[src/rtl/cnt_sweep_ctrl.sv]
`default_nettype none
// ============================================================================
// Module   : cnt_sweep_ctrl
// Brief    : Drives the Up/Down command pins of a 4-bit up/down counter from
//            its live Count feedback. GOTO steps to a target; SWEEP runs a
//            triangle wave between Lo and Hi for a programmed period count.
// Revision : 1.0 - initial release
// ============================================================================
module cnt_sweep_ctrl #(
    parameter int WIDTH = 4,
    parameter int CYC_W = 4
) (
    input  logic             Clock,
    input  logic             Reset,
    input  logic             Start,
    input  logic             Mode,
    input  logic             Abort,
    input  logic [WIDTH-1:0] Target,
    input  logic [WIDTH-1:0] Lo,
    input  logic [WIDTH-1:0] Hi,
    input  logic [CYC_W-1:0] Cycles,
    input  logic [WIDTH-1:0] Count,
    output logic             Up,
    output logic             Down,
    output logic             Busy,
    output logic             Done,
    output logic             Err
);

    typedef enum logic [2:0] {
        S_IDLE     = 3'd0,
        S_SEEK     = 3'd1,
        S_SEEK_LO  = 3'd2,
        S_SWEEP_UP = 3'd3,
        S_SWEEP_DN = 3'd4,
        S_DONE     = 3'd5
    } state_t;

    localparam logic [CYC_W-1:0] C_ONE = CYC_W'(1);

    state_t           state_q, state_d;
    logic [WIDTH-1:0] tgt_q, tgt_d;
    logic [WIDTH-1:0] lo_q, lo_d;
    logic [WIDTH-1:0] hi_q, hi_d;
    logic [CYC_W-1:0] rem_q, rem_d;
    logic             err_q, err_d;
    logic             w_up, w_dn;

    // State and latched operands; Count itself is owned by the counter.
    always_ff @(posedge Clock or negedge Reset) begin
        if (!Reset) begin
            state_q <= S_IDLE;
            tgt_q   <= '0;
            lo_q    <= '0;
            hi_q    <= '0;
            rem_q   <= '0;
            err_q   <= 1'b0;
        end else begin
            state_q <= state_d;
            tgt_q   <= tgt_d;
            lo_q    <= lo_d;
            hi_q    <= hi_d;
            rem_q   <= rem_d;
            err_q   <= err_d;
        end
    end

    // Next state and raw direction command; the command is chosen so that
    // the counter step and the state change land on the same edge.
    always_comb begin
        state_d = state_q;
        tgt_d   = tgt_q;
        lo_d    = lo_q;
        hi_d    = hi_q;
        rem_d   = rem_q;
        err_d   = 1'b0;
        w_up    = 1'b0;
        w_dn    = 1'b0;
        case (state_q)
            S_IDLE: begin
                if (Start && !Abort) begin
                    if (!Mode) begin
                        state_d = S_SEEK;
                        tgt_d   = Target;
                    end else if ((Lo < Hi) && (Cycles != '0)) begin
                        state_d = S_SEEK_LO;
                        lo_d    = Lo;
                        hi_d    = Hi;
                        rem_d   = Cycles;
                    end else begin
                        err_d   = 1'b1;
                    end
                end
            end
            S_SEEK: begin
                if (Count < tgt_q) begin
                    w_up = 1'b1;
                end else if (Count > tgt_q) begin
                    w_dn = 1'b1;
                end else begin
                    state_d = S_DONE;
                end
            end
            S_SEEK_LO: begin
                if (Count < lo_q) begin
                    w_up = 1'b1;
                end else if (Count > lo_q) begin
                    w_dn = 1'b1;
                end else begin
                    // Lo < Hi is guaranteed, so the first upward step is safe.
                    w_up    = 1'b1;
                    state_d = S_SWEEP_UP;
                end
            end
            S_SWEEP_UP: begin
                if (Count < hi_q) begin
                    w_up = 1'b1;
                end else begin
                    w_dn    = 1'b1;
                    state_d = S_SWEEP_DN;
                end
            end
            S_SWEEP_DN: begin
                if (Count > lo_q) begin
                    w_dn = 1'b1;
                end else if (rem_q > C_ONE) begin
                    w_up    = 1'b1;
                    rem_d   = rem_q - C_ONE;
                    state_d = S_SWEEP_UP;
                end else begin
                    state_d = S_DONE;
                end
            end
            S_DONE: begin
                state_d = S_IDLE;
            end
            default: begin
                state_d = S_IDLE;
            end
        endcase
        // Abort wins over any progress outside IDLE.
        if (Abort && (state_q != S_IDLE)) begin
            state_d = S_IDLE;
        end
    end

    // Abort silences the counter in the same cycle it is raised.
    assign Up   = w_up & ~Abort;
    assign Down = w_dn & ~Abort;
    assign Busy = (state_q == S_SEEK)     || (state_q == S_SEEK_LO) ||
                  (state_q == S_SWEEP_UP) || (state_q == S_SWEEP_DN);
    assign Done = (state_q == S_DONE);
    assign Err  = err_q;

endmodule
`default_nettype wire

[config.mk]
export PLATFORM = sky130hd
export DESIGN_NAME = cnt_sweep_ctrl
export DESIGN_NICKNAME = d
export VERILOG_FILES = /design/src/rtl/cnt_sweep_ctrl.sv
export SDC_FILE = /design/constraint.sdc
export NUM_CORES = 1
export LEC_CHECK = 0
export ABC_AREA = 1
export BUFFER_PORTS_ARGS = -buffer_cell sky130_fd_sc_hd__buf_2
export CAP_MARGIN = 20
export CORE_MARGIN = 3
export CORE_UTILIZATION = 55
export CTS_CLUSTER_SIZE = 28
export DETAILED_ROUTE_END_ITERATION = 6
export GPL_TIMING_DRIVEN = 1
export PLACE_DENSITY = 0.79
export SLEW_MARGIN = 40
export SYNTH_ARGS = -nofsm -noshare
export SYNTH_HDL_FRONTEND = slang
export SYNTH_SLANG_ARGS = --single-unit
[constraint.sdc]
create_clock -name Clock -period 1.9 [get_ports Clock]
set_clock_uncertainty 0.05 [all_clocks]
set_input_delay 0 -clock Clock [delete_from_list [all_inputs] [get_ports Clock]]
set_output_delay 0 -clock Clock [all_outputs]
set_load 0.01 [all_outputs]
==> results.yml <==
cells_and_area:
  nets: 318
  layout.cells.non_filler: 307
  utilization_pct: 75.7
  layout_commonest_cell: "nand2_1"
  drive_above_1_share_pct: 28.6
  final_cell_mix: "nand2_1 (58), inv_1 (38), buf_2 (29)"
  syn_to_final_growth_pct: 30.4
  antenna_cells: 0
  nFillCells: 211
global_routing:
  grt_first_pass_wirelength_um: 6060
  antenna_found_initial: 0
  use_met3_pct: 3.02
  top_usage_layer: "met2"
  grt_pass1_vias: 1487
  grt_util_met1_pct: 27.8
  grt_max_degree: 21
  grt-ovfl-total: 0
  met2_usage_pct: 37.5
  grtUsageTotal_pct: 21.9
worst_setup_path:
  arrival_ns: 1.84
  end_kind: "output port"
  cp.required_ns: 1.85
  cp-start-kind: "register"
  crit_type: "register to output port"
  worstPathMaxFanout: 3
synthesis:
  post_synth_fa_ha_maj_area_fraction_pct: 12.4
  ys_ff_latch: 20
  syn-cell-area_mm2: 0.00162
  syn_nets: 264
  ys_types: 25
  synth_compound_area_share_pct: 12.5
  ys_warn_count: 0
  synth_mux_area_share_pct: 0.697
  yosysTopAreaCell: "dfrtp_1"
  yosys.area_share.simple_pct: 31.5
  synth_xor_xnor_area_share_pct: 0.542
  postSynthAreaPerCell_um2: 7.24
  synth_top_family_by_area: "simple AND/OR/NAND/NOR gates"
  ys_seq_area_share_pct: 31.0
  synth_top_area_share_pct: 31.0
  synth_area_leaders: "dfrtp_1 (31%), nand2_1 (14%), ha_1 (12%), inv_1 (9.8%), nor2_1 (3.7%)"
  syn_inst: 223
floorplan:
  rows: 19
  die_y_um: 60.2
  die_w_um: 60.2
  core_mm2: 0.00278
  dieArea_mm2: 0.00362
  start_util_pct: 58.1
  io_pins: 30
pwr:
  finalPower_mw: 2.74
  power.density_mw_per_mm2: 1300
  peakVddDrop_v: 0.00110
  leakage_nw: 1.15
detailed_routing:
  vias_per_cell: 5.29
  drt-initial-drc-count: 82
  avgRoutedWirePerCell_um: 12.9
  routed_wl_um: 3960
  vias: 1623
  drc_errors: 0
  dr.pass1.iters: 5
  postRouteAntennaNets: 0
place:
  dp.cells: 281
  dp_slack_ns: 0.102
  gp_congestion: 0.910
  dp_hpwl_um: 2620
  port_buffers: 29
clock_network:
  htree_levels: 1
  cts.reportedPaths.clkPinSlew_ns: 0.11
  root_buffer: "clkbuf_4"
  clk_latency_ns: 0.32
  clock-sinks: 20
  cts_buffer_depth: 2
  cts_inserted_buffers: 3
  cts_tree: "done"
sta:
  maxSlewViolCount: 0
  tns_ns: 0
  fin_crit_ns: 1.89
  fmax_ghz: 0.530
  finalSetupViolCount: 0
  worst-slew-pin-transition_ns: 0.450
  finalHoldViolCount: 0
  postLayoutSetupSlackWorst_ns: 0.0150
  slew_headroom_pct: 70.0
  period_share_pct: 99.2
  rsz0062_at_grt: "true"
outcome:
  status: "completed"
run:
  drv_cap: 0
worst_hold_path:
  min_path_type: "primary input to asynchronous set/reset pin"
==> metrics by stage <==
| step | hold WS (ns) | cell area [µm²] |
|---|---|---|
| 2_1_floorplan | -0.346 | 1620 |
| 3_3_place_gp | -0.0755 | 1780 |
| 3_5_place_dp | -0.0726 | 1780 |
| 4_1_cts | 0.0945 | 2010 |
| 5_1_grt | 0.120 | 2110 |
| 6_report | 0.0895 | 2110 |
==> cells by family after synthesis <==
kind of cell,Yosys count
AOI/OAI and AO/OA,33
buffers and inverters,45
muxes,1
xor gates and xnor gates,1
and+or+nand+nor,107
DFF,20
adders and majority gates,16
==> layout make-up <==
class / count / area [µm²] / share of cell area [%]
clock buffers: 4 / 36.3 / 1.72
repair buffers: 51 / 353 / 16.8
multi-input cells: 158 / 1010 / 48.1
well taps: 31 / 38.8 / 1.84
inverters: 43 / 161 / 7.66
flip-flops and latches: 20 / 503 / 23.9
==> flip-flops by register name (all words and copies together), names as in the netlist <==
register	cells
lo_q	4
tgt_q	4
rem_q	4
hi_q	4
Err	1
state_q	3
==> power breakdown <==
group / total, mW / leakage, nW / internal [mW] / switching [mW]
Combinational: 1.71 / 0.894 / 0.687 / 1.03
Sequential: 0.762 / 0.239 / 0.617 / 0.145
Clock: 0.261 / 0.0210 / 0.118 / 0.143
Total: 2.74 / 1.15 / 1.42 / 1.31
==> critical path: stages, from the launching register on <==
cell      delay [ns]
dfrtp_1         0.40
inv_2           0.06
ha_1            0.22
nand2_1         0.08
inv_2           0.06
nand3_4         0.07
a21boi_4        0.23
o21ai_2         0.09
o21ai_1         0.13
inv_1           0.04
buf_2           0.13
==> Yosys cell counts <==
cell      count
nand2_1      61
inv_1        42
dfrtp_1      20
ha_1         16
nor2_1       16
o21ai_0      11
a21oi_1      10
nand3_1       8
nand4_1       6
o21ai_2       5
nor2_4        4
nor3_1        4
a21oi_2       3
a21boi_0      2
buf_6         2
nand2_2       2
nor2_2        2
nor3_2        2
a31oi_1       1
inv_2         1
mux2_2        1
nand2_4       1
nand4_4       1
o21ai_1       1
xnor2_1       1
==> what timing repair did <==
action | 4_1_cts | 5_1_grt
endpoints found under the setup margin | 2 | 5
hold buffers | 17 | 0
pin swaps | 0 | 8
resized for setup | 9 | 18
endpoints found under the hold margin | 36 | 0
buffers inserted | 0 | 5
gates cloned | 0 | 0
==> metal layers <==
layer / wire, µm / share of wire [%]
met4: 116 / 2.9
met1: 1690 / 43
met5: 0 / 0
met3: 199 / 5.0
met2: 1960 / 49
==> path summary, 6_finish.rpt <==
check	from	to	slack (ns)	cells past startpoint
max	lo_q[2]	Up	0.01	10
min	Reset	state_q[0]	0.09	2
max reg2reg	lo_q[3]	state_q[0]	0.06	10
min reg2reg	hi_q[3]	hi_q[3]	0.45	2
max in group asynchronous	Reset	state_q[1]	1.38	2
min in group Clock	Mode	tgt_q[1]	0.10	4
(Power assumes the default switching activity.)
